==> src/rtl/cpu_run_controller.sv <==
// Run controller for the CPU under test: sequences CPU reset and clock enable,
// watches cpu_active until halt, counts run cycles, enforces a timeout and captures results.
//
// state | meaning
// IDLE  | waiting for start; previous status/cycle_count/watch_out held
// RST   | cpu_reset high for RESET_CYCLES cycles
// ARM   | single cycle with clock enabled; cpu_active checked at its closing edge
// RUN   | CPU executing; counting cycles until halt, abort or timeout
module cpu_run_controller #(
  parameter int RESET_CYCLES   = 1,
  parameter int TIMEOUT_CYCLES = 15,
  parameter int CNT_W          = 32,
  parameter int NUM_WATCH      = 2
) (
  input  logic                      clk,
  input  logic                      reset,
  input  logic                      start,
  input  logic                      abort,
  input  logic                      cpu_active,
  input  logic [32*NUM_WATCH-1:0]   watch_in,
  output logic                      cpu_reset,
  output logic                      cpu_clk_enable,
  output logic                      busy,
  output logic                      done,
  output logic [2:0]                status,
  output logic [CNT_W-1:0]          cycle_count,
  output logic [32*NUM_WATCH-1:0]   watch_out
);

  localparam int RST_W = (RESET_CYCLES > 1) ? $clog2(RESET_CYCLES) : 1;
  localparam logic [RST_W-1:0] RST_LOAD = RST_W'(RESET_CYCLES - 1);
  localparam logic [CNT_W-1:0] TO_LAST  = CNT_W'(TIMEOUT_CYCLES - 1);
  localparam logic [CNT_W-1:0] CNT_MAX  = '1;

  localparam logic [2:0] ST_NONE       = 3'd0;
  localparam logic [2:0] ST_OK         = 3'd1;
  localparam logic [2:0] ST_TIMEOUT    = 3'd2;
  localparam logic [2:0] ST_NOT_ACTIVE = 3'd3;
  localparam logic [2:0] ST_ABORTED    = 3'd4;

  typedef enum logic [1:0] {S_IDLE, S_RST, S_ARM, S_RUN} state_t;

  state_t                    state, state_nxt;
  logic [RST_W-1:0]          rst_cnt, rst_cnt_nxt;
  logic                      cpu_reset_nxt, clk_en_nxt, done_nxt;
  logic [2:0]                status_nxt;
  logic [CNT_W-1:0]          count_nxt, count_inc;
  logic [32*NUM_WATCH-1:0]   watch_nxt;
  logic                      timeout_hit, start_ok;

  assign count_inc   = (cycle_count == CNT_MAX) ? cycle_count : cycle_count + 1'b1;
  assign timeout_hit = (TIMEOUT_CYCLES != 0) && (cycle_count == TO_LAST);
  assign start_ok    = start && !abort;

  always_ff @(posedge clk or negedge reset) begin
    if (!reset) begin
      state          <= S_IDLE;
      rst_cnt        <= '0;
      cpu_reset      <= 1'b0;
      cpu_clk_enable <= 1'b0;
      busy           <= 1'b0;
      done           <= 1'b0;
      status         <= ST_NONE;
      cycle_count    <= '0;
      watch_out      <= '0;
    end else begin
      state          <= state_nxt;
      rst_cnt        <= rst_cnt_nxt;
      cpu_reset      <= cpu_reset_nxt;
      cpu_clk_enable <= clk_en_nxt;
      busy           <= (state_nxt != S_IDLE);
      done           <= done_nxt;
      status         <= status_nxt;
      cycle_count    <= count_nxt;
      watch_out      <= watch_nxt;
    end
  end

  always_comb begin
    state_nxt = state;
    case (state)
      S_IDLE: if (start_ok) state_nxt = S_RST;
      S_RST: begin
        if (abort)             state_nxt = S_IDLE;
        else if (rst_cnt == '0) state_nxt = S_ARM;
      end
      S_ARM:  state_nxt = (!abort && cpu_active) ? S_RUN : S_IDLE;
      S_RUN:  if (abort || !cpu_active || timeout_hit) state_nxt = S_IDLE;
      default: state_nxt = S_IDLE;
    endcase
  end

  // Computes the registered output values for the coming edge.
  always_comb begin
    rst_cnt_nxt   = rst_cnt;
    cpu_reset_nxt = 1'b0;
    clk_en_nxt    = 1'b0;
    done_nxt      = 1'b0;
    status_nxt    = status;
    count_nxt     = cycle_count;
    watch_nxt     = watch_out;
    case (state)
      S_IDLE: begin
        if (start_ok) begin
          cpu_reset_nxt = 1'b1;
          status_nxt    = ST_NONE;
          count_nxt     = '0;
          watch_nxt     = '0;
          rst_cnt_nxt   = RST_LOAD;
        end
      end
      S_RST: begin
        if (abort) begin
          done_nxt   = 1'b1;
          status_nxt = ST_ABORTED;
        end else if (rst_cnt == '0) begin
          clk_en_nxt = 1'b1;
        end else begin
          cpu_reset_nxt = 1'b1;
          rst_cnt_nxt   = rst_cnt - RST_W'(1);
        end
      end
      S_ARM: begin
        if (abort) begin
          done_nxt   = 1'b1;
          status_nxt = ST_ABORTED;
        end else if (cpu_active) begin
          clk_en_nxt = 1'b1;
        end else begin
          done_nxt   = 1'b1;
          status_nxt = ST_NOT_ACTIVE;
        end
      end
      S_RUN: begin
        if (abort) begin
          done_nxt   = 1'b1;
          status_nxt = ST_ABORTED;
        end else if (!cpu_active) begin
          done_nxt   = 1'b1;
          status_nxt = ST_OK;
          watch_nxt  = watch_in;
        end else if (timeout_hit) begin
          done_nxt   = 1'b1;
          status_nxt = ST_TIMEOUT;
          count_nxt  = count_inc;
          watch_nxt  = watch_in;
        end else begin
          clk_en_nxt = 1'b1;
          count_nxt  = count_inc;
        end
      end
      default: ;
    endcase
  end

endmodule

==> config.mk <==
export PLATFORM = sky130hd
export DESIGN_NAME = cpu_run_controller
export DESIGN_NICKNAME = d
export VERILOG_FILES = /design/src/rtl/cpu_run_controller.sv
export SDC_FILE = /design/constraint.sdc
export NUM_CORES = 1
export LEC_CHECK = 0
export CORE_MARGIN = 2
export CORE_UTILIZATION = 56
export DETAILED_ROUTE_END_ITERATION = 12
export DONT_BUFFER_PORTS = 1
export GPL_ROUTABILITY_DRIVEN = 0
export PLACE_DENSITY = 0.74
export SYNTH_ARGS = -nofsm -noshare
export SYNTH_HDL_FRONTEND = slang
export SYNTH_SLANG_ARGS = --single-unit
==> constraint.sdc <==
create_clock -name clk -period 2.08 [get_ports clk]
set_input_delay 0.416 -clock clk [delete_from_list [all_inputs] [get_ports clk]]
set_output_delay 0.416 -clock clk [all_outputs]
set_load 0.005 [all_outputs]
==> results.json <==
{
  "status": "complete, but fails checks",
  "violations": "hold timing, setup timing",
  "drc": 0,
  "path_class": "register to register",
  "fmax_mhz": 470,
  "clk_path_buf_depth": 2,
  "p_int_mw": 2.64,
  "io_buffer_count": 0,
  "core_mm2": 0.00813,
  "cpPeakStageDelay_ns": 0.41,
  "drive_gt1_frac": 0.272,
  "path_max_fanout": 20,
  "startpoint": "cycle_count[0]",
  "drv_cap": 0,
  "drtIter0Drc": 302,
  "cp_slowest_cell": "dfrtp_1",
  "worst-slew-pin-transition_ns": 0.474,
  "syn_area_mm2": 0.00464,
  "ys_types": 56,
  "fin_crit_sh": 1.02,
  "swShare": 0.261,
  "yosysSeqAreaShare": 0.566,
  "drt_wl_total_um": 13000,
  "dp_hpwl_um": 9310,
  "power_switching_mw": 0.931,
  "tritoncts": "yes",
  "cp_cell_sequence": "inv_1, ha_1, nor4bb_4, nand4_1, nor3_2, buf_4, o31ai_4, buf_12, a22o_1",
  "p_leak_nw": 2.75,
  "grt_antenna_before_repair": 0,
  "worstRegToRegCells": 9,
  "syn-instance-count": 407,
  "cp-start-kind": "register",
  "rsz0062_at_grt": "true",
  "initial_core_util": 0.570,
  "yosys_warnings": 0,
  "power.density_mw_per_mm2": 626,
  "num_io_pins": 172,
  "end_kind": "register",
  "drtPass1Iterations": 5,
  "async_reset_ff_frac": 1.00,
  "p_clk_frac": 0.339,
  "yosysTopAreaCell": "dfrtp_1",
  "fin_ws_ns": -0.0469,
  "finalCriticalPeriod_ns": 2.13,
  "synth-main-ff-cell": "dfrtp_1",
  "cts_max_level": 3,
  "synth_edf_count": 0,
  "clock_latency_ns": 0.37,
  "seqPwrFrac": 0.591,
  "peakVddDrop_mv": 0.384,
  "die_height_um": 95.0,
  "p_total_mw": 3.57,
  "rr_startpoint": "cycle_count[0]",
  "cts.clk_slew.worst_paths_ns": 0.10,
  "cts_num_sinks": 105,
  "drv_slew": 0,
  "grt_pass1_vias": 3847,
  "fill_cells": 601,
  "grt_overflow": 0,
  "combPwrFrac": 0.070,
  "area_delta_synth_final_pct": 22.9,
  "hold-worst-slack_ns": -0.266,
  "row_count": 33,
  "die_w_um": 95.0,
  "antennaDiodeCount": 0,
  "worst_r2r_endpoint": "watch_out[43]",
  "hp-class": "input port to async pin",
  "post_drt_wl_per_cell_um": 21.6,
  "ys_ff_latch": 105,
  "cts_buffers": 9,
  "finalClockSkew_ns": 0.0181,
  "yosys.area.top_type_share": 0.566,
  "root_buffer": "clkbuf_8",
  "grt_max_degree": 106,
  "cp_data_required_time_ns": 2.33,
  "ys_top_cells_by_area": "dfrtp_1 (57%), a22o_1 (12%), nand3_1 (2.4%), nand2_1 (2.3%), nand4_1 (2.3%)",
  "ff2ff_setup_slack_ns": -0.05,
  "antenna_left": 0,
  "vias": 3907,
  "fin_setup_tns_ns": -0.845,
  "slew_headroom": 0.684,
  "setup_viol": 56,
  "syn_nets": 478,
  "grt_usage": 0.283,
  "finalNetCount": 563,
  "die_area_mm2": 0.00903,
  "routed_via_density": 6.49,
  "grt_pass1_wl_um": 19700,
  "timing.final.hold_violations": 105,
  "arrival_ns": 2.38,
  "syn_avg_cell_area_um2": 11.4
}
-- worst max path at each step --
stage	cells after the start	slack, ns	endpoint
2_1_floorplan	7	0.003	cycle_count[28]
3_3_place_gp	8	-0.12	watch_out[55]
3_5_place_dp	8	-0.17	watch_out[44]
4_1_cts	9	-0.02	watch_out[34]
5_1_grt	9	-0.16	watch_out[43]
6_report	9	-0.05	watch_out[43]
-- layout make-up --
class / instances / area, um2 / area share
tap: 105 / 131 / 0.0230
inverter: 10 / 37.5 / 0.00658
clock inverter: 6 / 61.3 / 0.0108
sequential: 105 / 2630 / 0.461
multi-input combinational: 268 / 1930 / 0.339
timing repair buffer: 98 / 785 / 0.138
clock buffer: 10 / 128 / 0.0224
-- per-layer routing --
layer,vias to the layer above,global-route usage,part of all wire
met5,-,0,0
met4,0,0.106,0.020
met3,24,0.0877,0.10
met2,229,0.459,0.49
met1,1906,0.360,0.39
li1,1748,-,-
-- through the flow --
step	util	setup WS, ns	area, um2	cells	hold slack (ns)
finish	0.701	-0.0469	5700	602	-0.266
global route	0.701	-0.164	5700	602	-0.294
CTS	0.689	-0.0209	5600	595	-0.279
detailed placement	0.658	-0.170	5350	575	0.124
global placement	0.658	-0.124	5350	575	0.123
floorplan	-	0.00283	4640	407	0.120
-- cell families (layout without fill, tap and decap cells) --
family                   count (synthesis)  in the layout  share of synthesized area
flip-flops                             105            105                      0.566
multiplexers                            10             10                     0.0216
buffers and inverters                   34            124                     0.0337
AO/OA/AOI/OAI                          125            125                      0.218
adder cells (fa/ha/maj)                  2              2                    0.00539
AND/OR/NAND/NOR                        131            131                      0.155
-- sequential cells by signal, indices dropped and copies added (netlist names) --
signal,cells
cpu_clk_enable,1
status,3
done,1
state,2
watch_out,64
cycle_count,32
busy,1
cpu_reset,1
-- critical path, delay by kind of cell, from the launching register on --
kind	cells	cell delay (ns)
buffers and inverters	3	0.38
AOI/OAI and AO/OA	2	0.36
DFF	1	0.41
adders and majority gates	1	0.17
and+or+nand+nor	3	0.71
-- power groups by stage --
stage | clock [mW] | sequential (mW) | combinational (mW)
final | 1.21 | 2.11 | 0.249
after global routing | 1.32 | 2.11 | 0.269
after CTS | 1.24 | 2.11 | 0.238
after detailed placement | 0 | 2.15 | 0.234
after global placement | 0 | 2.15 | 0.226
after floorplan | 0 | 2.14 | 0.143
-- cell usage after synthesis (3+ instances only) --
cell type	n
dfrtp_1	105
a22o_1	65
nand2_1	29
nand3_1	22
nand4_1	17
nor2_1	14
clkbuf_1	13
and3_1	11
a31oi_1	10
inv_1	10
mux2i_1	10
a21oi_1	9
nor3_1	9
buf_2	8
nor4_1	8
o21ai_0	8
o211ai_1	5
or4_1	5
o31ai_1	4
o41ai_1	3
-- layout by cell type, fill, tap and decap left out, types with 2 or more instances in the layout --
cell type	count
nor4_1	6
nor2_1	13
a22o_1	65
ha_1	2
buf_12	3
a31oi_1	10
nand3_1	20
o211ai_1	5
clkbuf_8	9
mux2i_1	10
o31ai_1	4
nand3_2	2
nor4_2	2
a32oi_1	2
inv_1	10
nor3_2	3
nor2_2	2
o41ai_1	3
nand4_1	17
nor3_1	7
o31ai_4	2
and3_1	10
o311ai_1	2
a21oi_1	9
buf_4	92
buf_6	3
or4_1	4
nand2b_1	2
dfrtp_1	105
o21ai_0	7
inv_6	2
nand2_1	29
-- timing repair --
action | CTS | global route
gates resized for setup | 7 | 11
setup buffers | 4 | 7
endpoints found under the setup margin | 67 | 84
hold endpoints to repair | 105 | 105
pin swaps | 3 | 8
(Power assumes the default switching activity.)
